--- src/rtl/seven_seg_scan_ctrl.sv ---
// Time-multiplexed refresh controller for a 4-digit seven-segment display.
// Drives an active-low anode scan with blanking dead-time and frame-stable digit values.
module seven_seg_scan_ctrl #(
  parameter int TICK_DIV     = 100000,
  parameter int BLANK_CYCLES = 8
) (
  input  logic       clk,
  input  logic       rst_n,
  input  logic       enable,
  input  logic [3:0] dig_en,
  input  logic [3:0] din_a,
  input  logic [3:0] din_b,
  input  logic [3:0] din_sum,
  input  logic [3:0] din_diff,
  input  logic       load,
  output logic       load_ack,
  output logic [3:0] a_q,
  output logic [3:0] b_q,
  output logic [3:0] sum_q,
  output logic [3:0] diff_q,
  output logic [3:0] anode,
  output logic       frame_done
);

  localparam int CNT_W = (TICK_DIV > 1) ? $clog2(TICK_DIV) : 1;
  localparam logic [CNT_W-1:0] TICK_LAST  = CNT_W'(TICK_DIV - 1);
  localparam logic [CNT_W-1:0] BLANK_LAST = CNT_W'((BLANK_CYCLES > 0) ? BLANK_CYCLES - 1 : 0);
  localparam logic [CNT_W-1:0] CNT_ONE    = CNT_W'(1);

  typedef enum logic [1:0] {
    IDLE  = 2'd0,
    BLANK = 2'd1,
    DRIVE = 2'd2
  } state_t;

  // Where a slot starts after IDLE or after a completed slot.
  localparam state_t SLOT_START = (BLANK_CYCLES == 0) ? DRIVE : BLANK;

  state_t           r_state;
  logic [CNT_W-1:0] r_cnt;
  logic [1:0]       r_idx;
  logic [3:0]       r_anode;
  logic             r_frame_done;
  logic             r_load_ack;
  logic [3:0]       r_a_q;
  logic [3:0]       r_b_q;
  logic [3:0]       r_sum_q;
  logic [3:0]       r_diff_q;

  state_t           w_nxt_state;
  logic [CNT_W-1:0] w_nxt_cnt;
  logic [1:0]       w_nxt_idx;
  logic             w_frame_end;
  logic             w_capture;
  logic [3:0]       w_anode_nxt;

  // Outputs are registered from next-state values so they line up with the
  // state they describe rather than lagging it by a cycle.
  always_comb begin
    // NOTE: every comb output gets a default first so no path infers a latch.
    w_nxt_state = r_state;
    w_nxt_cnt   = r_cnt;
    w_nxt_idx   = r_idx;
    if (!enable) begin
      w_nxt_state = IDLE;
      w_nxt_cnt   = '0;
      w_nxt_idx   = 2'd0;
    end else begin
      case (r_state)
        IDLE: begin
          w_nxt_state = SLOT_START;
          w_nxt_cnt   = '0;
          w_nxt_idx   = 2'd0;
        end
        BLANK: begin
          w_nxt_cnt = r_cnt + CNT_ONE;
          if (r_cnt == BLANK_LAST) w_nxt_state = DRIVE;
        end
        DRIVE: begin
          if (r_cnt == TICK_LAST) begin
            w_nxt_cnt   = '0;
            w_nxt_idx   = r_idx + 2'd1;
            w_nxt_state = SLOT_START;
          end else begin
            w_nxt_cnt = r_cnt + CNT_ONE;
          end
        end
        default: begin
          w_nxt_state = IDLE;
          w_nxt_cnt   = '0;
          w_nxt_idx   = 2'd0;
        end
      endcase
    end
  end

  assign w_frame_end = (w_nxt_state == DRIVE) && (w_nxt_idx == 2'd3) && (w_nxt_cnt == TICK_LAST);
  assign w_capture   = load && (w_frame_end || (w_nxt_state == IDLE));
  assign w_anode_nxt = ((w_nxt_state == DRIVE) && dig_en[w_nxt_idx]) ? ~(4'b0001 << w_nxt_idx)
                                                                     : 4'b1111;

  always_ff @(posedge clk or negedge rst_n) begin
    if (!rst_n) begin
      r_state      <= IDLE;
      r_cnt        <= '0;
      r_idx        <= 2'd0;
      r_anode      <= 4'b1111;
      r_frame_done <= 1'b0;
      r_load_ack   <= 1'b0;
      r_a_q        <= 4'd0;
      r_b_q        <= 4'd0;
      r_sum_q      <= 4'd0;
      r_diff_q     <= 4'd0;
    end else begin
      // NOTE: sequential state uses non-blocking assignments only, so every
      // register sees the pre-edge value of every other register.
      r_state      <= w_nxt_state;
      r_cnt        <= w_nxt_cnt;
      r_idx        <= w_nxt_idx;
      r_anode      <= w_anode_nxt;
      r_frame_done <= w_frame_end;
      r_load_ack   <= w_capture;
      if (w_capture) begin
        r_a_q    <= din_a;
        r_b_q    <= din_b;
        r_sum_q  <= din_sum;
        r_diff_q <= din_diff;
      end
    end
  end

  assign anode      = r_anode;
  assign frame_done = r_frame_done;
  assign load_ack   = r_load_ack;
  assign a_q        = r_a_q;
  assign b_q        = r_b_q;
  assign sum_q      = r_sum_q;
  assign diff_q     = r_diff_q;

endmodule

--- config.mk ---
export PLATFORM = sky130hd
export DESIGN_NAME = seven_seg_scan_ctrl
export DESIGN_NICKNAME = d
export VERILOG_FILES = /design/src/rtl/seven_seg_scan_ctrl.sv
export SDC_FILE = /design/constraint.sdc
export NUM_CORES = 1
export LEC_CHECK = 0
export ABC_AREA = 1
export BUFFER_PORTS_ARGS = -buffer_cell sky130_fd_sc_hd__buf_4
export CORE_MARGIN = 3
export CORE_UTILIZATION = 40
export DETAILED_ROUTE_END_ITERATION = 10
export GPL_ROUTABILITY_DRIVEN = 0
export PLACE_DENSITY = 0.62
export SYNTH_ARGS = -nofsm -noshare
export SYNTH_HDL_FRONTEND = slang
export SYNTH_SLANG_ARGS = --single-unit
--- constraint.sdc ---
create_clock -name clk -period 3.77 [get_ports clk]
set_clock_uncertainty 0.1 [all_clocks]
set_input_delay 0 -clock clk [delete_from_list [all_inputs] [get_ports clk]]
set_output_delay 0 -clock clk [all_outputs]
set_load 0.01 [all_outputs]
### Yosys cells after proc, flatten, opt, wreduce, memory -nomap -nowiden

Index checks and enable logic that the tools add are counted.

| storage, ports and cells | value |
|---|---|
| input port bits | 24 |
| register bits | 43 |
| output and inout bits | 22 |

| cells by class | value |
|---|---|
| bitwise logic cells | 1 |
| $lt $le $gt $ge | 1 |
| shifts and indexed selects | 1 |
| reductions and logical operators | 7 |
| eq/ne operators | 7 |
| mux-type cells | 13 |
| add/subtract/negate cells | 2 |

Operators with widths:

| operator | number |
|---|---|
| $eq 17x17->1 const B | 2 |
| $mux 17 | 2 |
| $pmux 17 s2 | 1 |
| $add 17x1->17 const B | 1 |
| $eq 17x3->1 const B | 1 |
| $mux 2 | 5 |
| $eq 2x2->1 const B | 3 |
| $pmux 2 s3 | 1 |
| $logic_and 1x1->1 | 4 |
| $logic_not 2->1 | 2 |
| $mux 4 | 1 |
| $not 4->4 | 1 |
| $pmux 2 s2 | 1 |
| $shl 1x2->4 const A | 1 |
| $lt 2x3->1 const B | 1 |
| $add 2x1->2 const B | 1 |
| $bmux 1 s2 | 1 |
| $eq 2x1->1 const B | 1 |
| $logic_or 1x1->1 | 1 |
| $mux 1 | 1 |

### Logic depth before layout (Yosys ltp)

Gate-level depths: netlist of the first run.

| logic depth | value |
|---|---|
| depth after elaboration | 9 |
| depth in mapped cells | 18 |

### Worst setup path after synthesis of the first run

OpenSTA, ideal clock, no wires.

| path | value |
|---|---|
| kind | reg2reg |
| start | register r_state[0] |
| end | register r_a_q[0], in the netlist a_q[0] |
| cell stages (with the launch flop) | 18 |
| slack | 1.514 ns |
| library setup time | 0.117 ns |
| data arrival time | 2.039 ns |
| path through | dfrtp_1 -> inv_1 -> ha_1 -> nand2_1 -> inv_1 -> nand2_1 -> nand2_1 -> a21oi_1 -> nand3_1 -> nor2_1 -> nand2_1 -> nor2_1 -> nand3_2 -> nand2_4 -> nand2_4 -> buf_6 -> nand2_1 -> nand2_1 |

| between the ends | value |
|---|---|
| longest elaborated chain between the ends | 8 |

RTL lines:

| what | RTL line | source |
|---|---|---|
| from (decl) | 39 | `state_t r_state;` |
| from (signal assigned) | 117 | `r_state <= w_nxt_state;` |
| parallel branches: the longest is 6 deep, another holds $pmux 17 s2 | n/a |  |
| $logic_or 1x1->1 (*) | 98 | `assign w_capture = load && (w_frame_end \|\| (w_nxt_state == IDLE));` |
| $logic_and 1x1->1 (*) | 98 |  |
| to (signal assigned) | 124 | `r_a_q <= din_a;` |
| to (decl) | 45 | `logic [3:0] r_a_q;` |

Mark *: on every way between the ends.
A chain may end at the register's enable or synchronous reset.

### Final worst setup path of the first run

| path | value |
|---|---|
| start | register r_state[0] |
| end | register r_diff_q[1], in the netlist diff_q[1] |

| between the ends | value |
|---|---|
| longest elaborated chain between the ends | 8 |

RTL lines:

| what | RTL line | source |
|---|---|---|
| parallel branches: the longest is 6 deep, another holds $pmux 17 s2 | n/a |  |
| $logic_or 1x1->1 (*) | 98 |  |
| $logic_and 1x1->1 (*) | 98 |  |
| to (signal assigned) | 127 | `r_diff_q <= din_diff;` |
| to (decl) | 48 | `logic [3:0] r_diff_q;` |

Marked as above.

==> impl_metrics.env, run 1 <==
export IMPL_die_area_um2=6720
export IMPL_nNetsFinal=407
export IMPL_holdWs_ns=0.00678
export IMPL_cp_max_fo=17
export IMPL_grt_pass1_vias=2025
export IMPL_clock_sinks=43
export IMPL_drive_gt1_share_pct=23.0
export IMPL_yosysSeqAreaShare_pct=46.8
export IMPL_synth_cell_area_um2=2310
export IMPL_end_kind="register"
export IMPL_track_usage_pct=17.9
export IMPL_cp_start_kind="register"
export IMPL_final_common_cell="nand2_1"
export IMPL_core_area_um2=5540
export IMPL_synth_mux_area_share_pct=0
export IMPL_fp_dieH_um=82.0
export IMPL_cts_setup_buffers=0
export IMPL_hold_depth=6
export IMPL_cts_tree="done"
export IMPL_postCtsHoldBufs=36
export IMPL_synth_flop_cell="dfrtp_1"
export IMPL_grt_start_max_net_pins=44
export IMPL_setup_violations_final=0
export IMPL_cp_arrival_ns=3.21
export IMPL_pwr_density_cell_nw_per_um2=314
export IMPL_synth_distinct_cells=28
export IMPL_synth_compound_area_share_pct=2.17
export IMPL_rsz0062_at_grt="false"
export IMPL_switching_share_pct=28.4
export IMPL_synth_top_area_share_pct=42.3
export IMPL_fp_row_count=27
export IMPL_r2r_cells=16
export IMPL_postLayoutCoreUtil_pct=57.1
export IMPL_cts_buffer_depth=2
export IMPL_power_frac_seq_pct=50.8
export IMPL_dieWidth_um=82.0
export IMPL_hold_path_class="in2reg"
export IMPL_synthTopCellsByArea="dfrtp_1 (42%), nand2_1 (13%), nand3_1 (7.2%)"
export IMPL_synth_fp_nets=324
export IMPL_power_frac_comb_pct=16.8
export IMPL_min_period_over_period_pct=81.0
export IMPL_viasPerCell=4.78
export IMPL_synth_fa_ha_area_share_pct=2.71
export IMPL_synth_top_family_by_area="simple AND/OR/NAND/NOR gates"
export IMPL_cts_made_buffers=5
export IMPL_async_reset_ff_share_pct=100
export IMPL_p_leak_nw=1.55
export IMPL_total_power_uw=992
export IMPL_cts_root_buf="clkbuf_8"
export IMPL_dp_hpwl_um=3830
export IMPL_start_util_pct=41.7
export IMPL_fillers=501
export IMPL_fin_tns_setup_ns=0
export IMPL_switchingPower_uw=281
export IMPL_avgSynthCellArea_um2=7.83
export IMPL_synth_edf_count=0
export IMPL_clkPwrFrac_pct=32.5
export IMPL_ir_worst_vdd_uv=200
export IMPL_io_buffer_count=45
export IMPL_cts_resized=0
export IMPL_gr_total_overflow=0
export IMPL_period_minus_slack_ns=3.05
export IMPL_synthXorXnorAreaFrac_pct=1.52
export IMPL_status="completed"
export IMPL_clk_pin_slew_ns=0.10
export IMPL_fmax_mhz=328
export IMPL_antenna_found_initial=0
export IMPL_hold_viol_final=0
export IMPL_intPower_uw=710
export IMPL_ys_ff_latch=43
export IMPL_drt_iter0_drc=87
export IMPL_yosysTopAreaCell="dfrtp_1"
export IMPL_synth_simple_area_share_pct=39.8
export IMPL_layout_common_cells="nand2_1 (82), buf_4 (45), nor2_1 (40)"
export IMPL_num_vias=2155
export IMPL_io_pins=46
export IMPL_path_class="reg2reg"
export IMPL_slew_violations=0
export IMPL_wl_per_cell_um=12.5
export IMPL_syn_to_final_growth_pct=36.9
export IMPL_crit_required_ns=3.92
export IMPL_cts_max_level=2
export IMPL_max_slew_margin_rel_pct=64.0
export IMPL_maxCapViolCount=0
export IMPL_diodes=0
export IMPL_yosysWarningCount=0
export IMPL_clkLatencyLatePin_ns=0.31
export IMPL_drc_errors=0
export IMPL_grt_pass1_wl_um=9250
export IMPL_postSynthCellCount=295
export IMPL_drt_wl_total_um=5620
export IMPL_drtAntennaViolNets=0
export IMPL_dr_pass1_iters=5
export IMPL_worstMarginPinSlew_ns=0.540
-- worst paths after layout --
check	startpoint	to	slack [ns]
worst min-delay path	dig_en[3]	anode[1]$_DFF_PN1_	0.007
max in group asynchronous	rst_n	anode[2]$_DFF_PN1_	3.07
worst max-delay path	r_state[0]$_DFF_PN0_	diff_q[1]$_DFFE_PN0P_	0.72
worst max register to register	r_state[0]$_DFF_PN0_	diff_q[1]$_DFFE_PN0P_	0.72
min in group asynchronous	rst_n	b_q[3]$_DFFE_PN0P_	0.11
worst min register to register	a_q[2]$_DFFE_PN0P_	a_q[2]$_DFFE_PN0P_	0.39
-- layer usage --
metal / vias up / share of wire (%) / track usage [%]
met5: - / 0 / 0
met1: 997 / 46 / 24.5
met3: 5 / 5.8 / 4.50
met2: 65 / 47 / 28.1
li1: 1088 / - / -
met4: 0 / 1.1 / 4.98
-- worst max-delay path, cell delays in order, from the launching register on --
cell and delay (ns):
dfrtp_1 0.42, inv_1 0.08, ha_1 0.29, nand2_1 0.15
inv_1 0.16, nand2_1 0.14, nand2_1 0.07, a21oi_1 0.14
nand3_1 0.09, nor2_1 0.09, nand2_1 0.05, nor2_1 0.12
nand3_2 0.12, nand2_4 0.19, nand3_1 0.11, dlygate4sd3_1 0.59
nand2_1 0.08
-- metrics by stage --
step	setup slack, ns	instances	instance area [µm²]
after floorplan	1.51	295	2310
after global placement	1.21	407	2710
after detailed placement	1.14	407	2710
after CTS	0.764	451	3160
after global routing	0.456	451	3160
final	0.717	451	3160
-- Yosys cell counts (2+ instances only) --
master and count:
a21oi_1 5, clkbuf_1 2, dfrtp_1 39, dfstp_2 4, ha_1 5, inv_1 31
inv_2 4, nand2_1 82, nand2_2 8, nand2_4 4, nand3_1 33, nand3_2 3
nand4_1 9, nor2_1 40, nor2_2 6, nor2_4 4, nor3_1 3, xor2_1 3
-- cells by family (layout without fill, tap and decap cells) --
kind of cell | Yosys count | in the layout
and+or+nand+nor | 194 | 194
DFF | 43 | 43
buffers and inverters | 40 | 124
AOI/OAI and AO/OA | 9 | 9
adders and majority gates | 5 | 5
xor gates and xnor gates | 4 | 4
-- flip-flops by register name (all words and copies together), names as in the netlist --
register / count
a_q: 4
r_cnt: 17
r_state: 2
r_idx: 2
b_q: 4
anode: 4
frame_done: 1
load_ack: 1
diff_q: 4
sum_q: 4
-- power by group through the flow --
stage	logic (mW)	registers [mW]	clock network [mW]
6_report	0.166	0.504	0.322
5_1_grt	0.184	0.508	0.349
4_1_cts	0.165	0.503	0.330
3_5_place_dp	0.137	0.510	0
3_3_place_gp	0.133	0.513	0
2_1_floorplan	0.0503	0.521	0
-- area by class of cell --
type                    instances  area (µm²)  area share, %
flip-flops and latches         43        1080           34.2
well taps                      72        90.1           2.85
clock buffers                   5        68.8           2.18
clock inverters                 3        26.3          0.831
repair buffers                 81         698           22.1
multi-input cells             212        1070           33.7
inverters                      35         131           4.16
Note: power is estimated with default switching activity, not from simulation.
==> inputs of run 2 (changes only) <==
--- a/config.mk
+++ b/config.mk
@@ -11,7 +11,7 @@
 export CORE_UTILIZATION = 40
 export DETAILED_ROUTE_END_ITERATION = 10
 export GPL_ROUTABILITY_DRIVEN = 0
-export PLACE_DENSITY = 0.62
+export PLACE_DENSITY = 0.64
 export SYNTH_ARGS = -nofsm -noshare
 export SYNTH_HDL_FRONTEND = slang
 export SYNTH_SLANG_ARGS = --single-unit
==> constraint.sdc (replaced) <==
create_clock -name clk -period 2.57 [get_ports clk]
set_clock_uncertainty 0.1 [all_clocks]
set_input_delay 0 -clock clk [delete_from_list [all_inputs] [get_ports clk]]
set_output_delay 0 -clock clk [all_outputs]
set_load 0.01 [all_outputs]
==> run 2 against run 1 <==
Compared with the run above: total power increased by 40%; fmax rose by 27%; via count fell by 2.7%; worst hold slack gained 0.050 ns; core utilization shrank 1.3 points; sequential power increased by 46%; non-clock buffer count down 8; global-route usage fell by 0.43 points; wire length shrank 4.0%; count of clock-buffer cells in the layout grew 1; sequential share of layout area is 0.79 points higher; worst setup slack got worse by 0.55 ns; critical path type unchanged.
==> impl_metrics.env, run 2 (synthesis gave the netlist of run 1 again) <==
export IMPL_drive_gt1_share_pct=26.7
export IMPL_cts_made_buffers=5
export IMPL_hold_path_class="in2reg"
export IMPL_gr_total_overflow=0
export IMPL_dieWidth_um=82.0
export IMPL_dp_hpwl_um=3940
export IMPL_num_vias=2097
export IMPL_end_kind="register"
export IMPL_slowest_stage="dlygate4sd3_1"
export IMPL_setup_violations_final=0
export IMPL_die_area_um2=6720
export IMPL_drt_wl_total_um=5400
export IMPL_dpl_instance_area_um2=2750
export IMPL_crit_start="r_cnt[0]$_DFF_PN0_"
export IMPL_pre_cts_ws_ns=0.0466
export IMPL_cts_max_level=2
export IMPL_max_stage_delay_ns=0.57
export IMPL_antenna_found_initial=0
export IMPL_reg2reg_from="r_cnt[0]$_DFF_PN0_"
export IMPL_postLayoutCellArea_um2=3090
export IMPL_path_class="reg2reg"
export IMPL_crit_end="anode[2]$_DFF_PN1_"
export IMPL_clk_pin_slew_ns=0.08
export IMPL_drtAntennaViolNets=0
export IMPL_worstMarginPinSlew_ns=0.540
export IMPL_fillers=530
export IMPL_drc_errors=0
export IMPL_reg2reg_to="anode[2]$_DFF_PN1_"
export IMPL_cp_arrival_ns=2.51
export IMPL_reg2reg_slack_ns=0.17
export IMPL_largest_reg_flops=17
export IMPL_intPower_mw=1.02
export IMPL_p_leak_nw=1.55
export IMPL_regArea_um2=1080
export IMPL_cts_tree="done"
export IMPL_fp_dieH_um=82.0
export IMPL_wl_per_cell_um=12.2
export IMPL_setup_slack_ns=0.167
export IMPL_slew_violations=0
export IMPL_power_frac_comb_pct=17.1
export IMPL_power_frac_seq_pct=53.0
export IMPL_status="completed"
export IMPL_cts_root_buf="clkbuf_8"
export IMPL_grt_pass1_wl_um=9030
export IMPL_grt_pass1_vias=1986
export IMPL_io_buffer_count=45
export IMPL_multi_input_area_um2=1090
export IMPL_drt_iter0_drc=131
export IMPL_r2r_cells=15
export IMPL_io_pins=46
export IMPL_pwr_density_cell_nw_per_um2=450
export IMPL_crit_required_ns=2.68
export IMPL_period_minus_slack_ns=2.40
export IMPL_syn_to_final_growth_pct=33.8
export IMPL_clock_sinks=43
export IMPL_switchingPower_uw=366
export IMPL_dr_pass1_iters=4
export IMPL_cp_start_kind="register"
export IMPL_track_usage_pct=17.5
export IMPL_fin_cells=443
export IMPL_clkLatencyLatePin_ns=0.29
export IMPL_core_area_um2=5540
export IMPL_dp_cells=411
export IMPL_final_common_cell="nand2_1"
export IMPL_diodes=0
export IMPL_cts_buffer_depth=2
export IMPL_switching_share_pct=26.3
export IMPL_clkPwrFrac_pct=29.9
export IMPL_maxCapViolCount=0
export IMPL_max_slew_margin_rel_pct=64.0
export IMPL_fp_row_count=27
export IMPL_start_util_pct=41.7
export IMPL_layout_common_cells="nand2_1 (80), buf_4 (51), nor2_1 (40)"
export IMPL_largest_register="r_cnt"
export IMPL_ir_worst_vdd_uv=243
export IMPL_fmax_mhz=416
export IMPL_crit_chain="ha_2 -> nand2_2 -> inv_4 -> nand2_4 -> nor2_4 -> nand2_1 -> nand2_2 -> nand2_4 -> nor2_4 -> nor2_4 -> inv_2 -> nand2_1 -> nand2_1 -> dlygate4sd3_1 -> nand4_1"
export IMPL_min_period_over_period_pct=93.5
export IMPL_cp_max_fo=8
export IMPL_grt_start_max_net_pins=44
export IMPL_fin_tns_setup_ns=0
export IMPL_viasPerCell=4.73
export IMPL_hold_viol_final=0
export IMPL_nNetsFinal=399
export IMPL_rsz0062_at_grt="false"
==> run 2: area by class of cell <==
cell class | instances | share of cell area (%)
multi-input cells | 212 | 35.2
flip-flops and latches | 43 | 35.0
repair buffers | 73 | 19.8
inverters | 35 | 4.33
well taps | 72 | 2.91
clock buffers | 6 | 2.35
clock inverters | 2 | 0.405
==> run 2: worst max-delay path: cells and delay by family (launching register included) <==
kind          cells  cell delay, ns
flops             1            0.39
simple gates     11            0.89
buf+inv           3            0.74
fa+ha+maj         1            0.20
==> run 2: how the worst min path moves through the flow <==
stage                          from  slack (ns)               endpoint  depth (start not counted)
after floorplan               rst_n       -0.40     a_q[0]$_DFFE_PN0P_                          0
after global placement        rst_n       -0.07   sum_q[0]$_DFFE_PN0P_                          1
after detailed placement      rst_n       -0.07  diff_q[3]$_DFFE_PN0P_                          1
after CTS                 dig_en[3]        0.04     anode[0]$_DFF_PN1_                          6
after global routing      dig_en[3]        0.08     anode[0]$_DFF_PN1_                          6
final                     dig_en[3]        0.06     anode[0]$_DFF_PN1_                          6
==> run 2: per-stage QoR <==
step | hold WS [ns] | utilization (%) | total power [mW]
finish | 0.0569 | 55.8 | 1.39
global route | 0.0840 | 55.8 | 1.47
CTS | 0.0408 | 54.9 | 1.41
detailed placement | -0.0662 | 49.6 | 0.957
global placement | -0.0691 | 49.6 | 0.956
floorplan | -0.396 | - | 0.838
==> run 2: repair_timing <==
| action | CTS | global route |
|---|---|---|
| hold buffers | 21 | 0 |
| gates resized for setup | 0 | 9 |
| endpoints found under the setup margin | 0 | 19 |
| endpoints found under the hold margin | 63 | 0 |
| buffers inserted | 0 | 3 |
==> run 2: per-layer routing <==
| metal | up-vias | GRT usage, % | share of wire (%) |
|---|---|---|---|
| met2 | 51 | 28.3 | 50 |
| met5 | - | 0 | 0 |
| met1 | 967 | 24.0 | 45 |
| li1 | 1075 | - | - |
| met4 | 0 | 3.99 | 0.56 |
| met3 | 4 | 3.73 | 4.2 |
==> run 2: power groups by stage <==
stage / Combinational [mW] / Clock (mW) / Sequential, mW
2_1_floorplan: 0.0738 / 0 / 0.765
3_3_place_gp: 0.205 / 0 / 0.751
3_5_place_dp: 0.209 / 0 / 0.749
4_1_cts: 0.232 / 0.440 / 0.738
5_1_grt: 0.264 / 0.466 / 0.742
6_report: 0.237 / 0.416 / 0.737
==> inputs of run 3 (changes only) <==
--- a/config.mk
+++ b/config.mk
@@ -7,7 +7,6 @@
 export LEC_CHECK = 0
 export ABC_AREA = 1
 export BUFFER_PORTS_ARGS = -buffer_cell sky130_fd_sc_hd__buf_4
-export CORE_MARGIN = 3
 export CORE_UTILIZATION = 40
 export DETAILED_ROUTE_END_ITERATION = 10
 export GPL_ROUTABILITY_DRIVEN = 0
==> run 3 against run 2 <==
Compared with the run above: register-to-register slack about the same; sequential share of layout area down 0.39 points; first-iteration DRC count down 27%; largest cell class unchanged; largest power group unchanged.
==> impl_metrics.env, run 3 (synthesis gave the netlist of run 1 again) <==
export IMPL_drtAntennaViolNets=0
export IMPL_setup_slack_ns=0.173
export IMPL_crit_start="r_cnt[0]$_DFF_PN0_"
export IMPL_viasPerCell=4.69
export IMPL_drc_errors=0
export IMPL_cp_arrival_ns=2.53
export IMPL_num_vias=2087
export IMPL_drt_iter0_drc=96
export IMPL_fin_tns_setup_ns=0
export IMPL_period_minus_slack_ns=2.40
export IMPL_cts_buffer_depth=2
export IMPL_end_kind="register"
export IMPL_p_leak_nw=1.57
export IMPL_dieWidth_um=78.0
export IMPL_gr_total_overflow=0
export IMPL_grt_pass1_wl_um=8810
export IMPL_reg2reg_to="diff_q[3]$_DFFE_PN0P_"
export IMPL_grt_start_max_net_pins=44
export IMPL_core_area_um2=5540
export IMPL_drt_wl_total_um=5190
export IMPL_dp_hpwl_um=3710
export IMPL_track_usage_pct=18.7
export IMPL_crit_end="diff_q[3]$_DFFE_PN0P_"
export IMPL_crit_required_ns=2.70
export IMPL_diodes=0
export IMPL_clkLatencyLatePin_ns=0.29
export IMPL_maxCapViolCount=0
export IMPL_final_common_cell="nand2_1"
export IMPL_worstMarginPinSlew_ns=0.533
export IMPL_clk_pin_slew_ns=0.08
export IMPL_postLayoutCoreUtil_pct=56.4
export IMPL_start_util_pct=41.7
export IMPL_total_power_mw=1.49
export IMPL_holdWs_ns=0.0326
export IMPL_slew_violations=0
export IMPL_wl_per_cell_um=11.7
export IMPL_pre_cts_ws_ns=0.00726
export IMPL_cts_max_level=2
export IMPL_reg2reg_from="r_cnt[0]$_DFF_PN0_"
export IMPL_antenna_found_initial=0
export IMPL_nNetsFinal=401
export IMPL_dr_pass1_iters=4
export IMPL_regArea_um2=1080
export IMPL_fp_dieH_um=78.0
export IMPL_layout_common_cells="nand2_1 (81), buf_4 (54), nor2_1 (39), dfrtp_1 (39), nand3_1 (33)"
export IMPL_status="completed"
export IMPL_cp_max_fo=7
export IMPL_max_slew_margin_rel_pct=64.4
export IMPL_largest_register="r_cnt"
export IMPL_fp_row_count=27
export IMPL_hold_viol_final=0
export IMPL_fmax_mhz=417
export IMPL_cts_made_buffers=5
export IMPL_hold_path_class="in2reg"
export IMPL_pwr_density_cell_nw_per_um2=477
export IMPL_cts_tree="done"
export IMPL_path_class="reg2reg"
export IMPL_cts_root_buf="clkbuf_8"
export IMPL_drive_gt1_share_pct=27.3
export IMPL_io_pins=46
export IMPL_cp_start_kind="register"
export IMPL_fillers=507
export IMPL_min_period_over_period_pct=93.3
export IMPL_r2r_cells=14
export IMPL_grt_pass1_vias=1948
export IMPL_multi_input_area_um2=1090
export IMPL_io_buffer_count=45
export IMPL_reg2reg_slack_ns=0.17
export IMPL_setup_violations_final=0
export IMPL_syn_to_final_growth_pct=35.3
export IMPL_ir_worst_vdd_uv=262
export IMPL_clock_sinks=43
export IMPL_largest_reg_flops=17
export IMPL_die_area_um2=6080
[run 3: cell count changes in the layout (fill, tap and decap cells not counted)]
cell / delta
nor2_1: -1
buf_4: +3
bufinv_16: +1
nand2_2: -1
clkinv_4: +1
nor2_4: +1
clkinvlp_4: -1
nand2_1: +1
clkbuf_1: -1
buf_12: -1
[run 3: power breakdown]
part	internal (mW)	total (mW)	switching, mW
clock	0.289	0.518	0.229
sequential	0.714	0.737	0.0228
combinational	0.120	0.235	0.115
total	1.12	1.49	0.366
[run 3: metal layers]
metal / part of all wire (%) / routed length, µm / track usage (%)
met5: 0 / 0 / 0
met4: 0.91 / 47 / 5.56
met3: 4.1 / 213 / 5.18
met2: 48 / 2490 / 30.0
met1: 47 / 2440 / 24.6
[run 3: cell type report]
class                           count  area share, %
Multi-Input combinational cell    212           34.9
Sequential cell                    43           34.6
Clock buffer                        5           2.20
Clock inverter                      3           1.40
Tap cell                           72           2.88
Inverter                           35           4.28
Timing Repair Buffer               75           19.7
[run 3: repair_timing]
action                                 in CTS  in global routing
gates cloned                                0                  0
gates resized for setup                     0                 10
setup endpoints to repair                   1                 19
setup buffers                               1                  4
hold buffers                               21                  0
endpoints found under the hold margin      63                  0
pin swaps                                   0                  2
[run 3: through the flow]
stage          cells  instance area, µm²
2_1_floorplan    295                2310
3_3_place_gp     411                2740
3_5_place_dp     411                2740
4_1_cts          441                3070
5_1_grt          445                3130
6_report         445                3130
[run 3: worst min path at each step]
stage          startpoint                    end  slack [ns]  cells after the start
4_1_cts         dig_en[3]     anode[1]$_DFF_PN1_        0.02                      6
6_report        dig_en[3]     anode[1]$_DFF_PN1_        0.03                      6
2_1_floorplan       rst_n     a_q[0]$_DFFE_PN0P_       -0.40                      0
5_1_grt         dig_en[3]     anode[1]$_DFF_PN1_        0.08                      6
3_5_place_dp        rst_n  diff_q[3]$_DFFE_PN0P_       -0.07                      1
3_3_place_gp        rst_n  diff_q[0]$_DFFE_PN0P_       -0.07                      1
[run 3: critical path, cell delays in order, from the launching register on]
cell and delay [ns]:
dfrtp_1 0.39, ha_2 0.20, nand2_2 0.09, nor2_4 0.20, nand3_1 0.09, nand2_1 0.06
nand2_1 0.06, nor3_1 0.30, nand3_1 0.15, nor2_2 0.14, nand3_2 0.11, nand2_4 0.13
buf_4 0.16, nand3_1 0.07, nand2_1 0.08
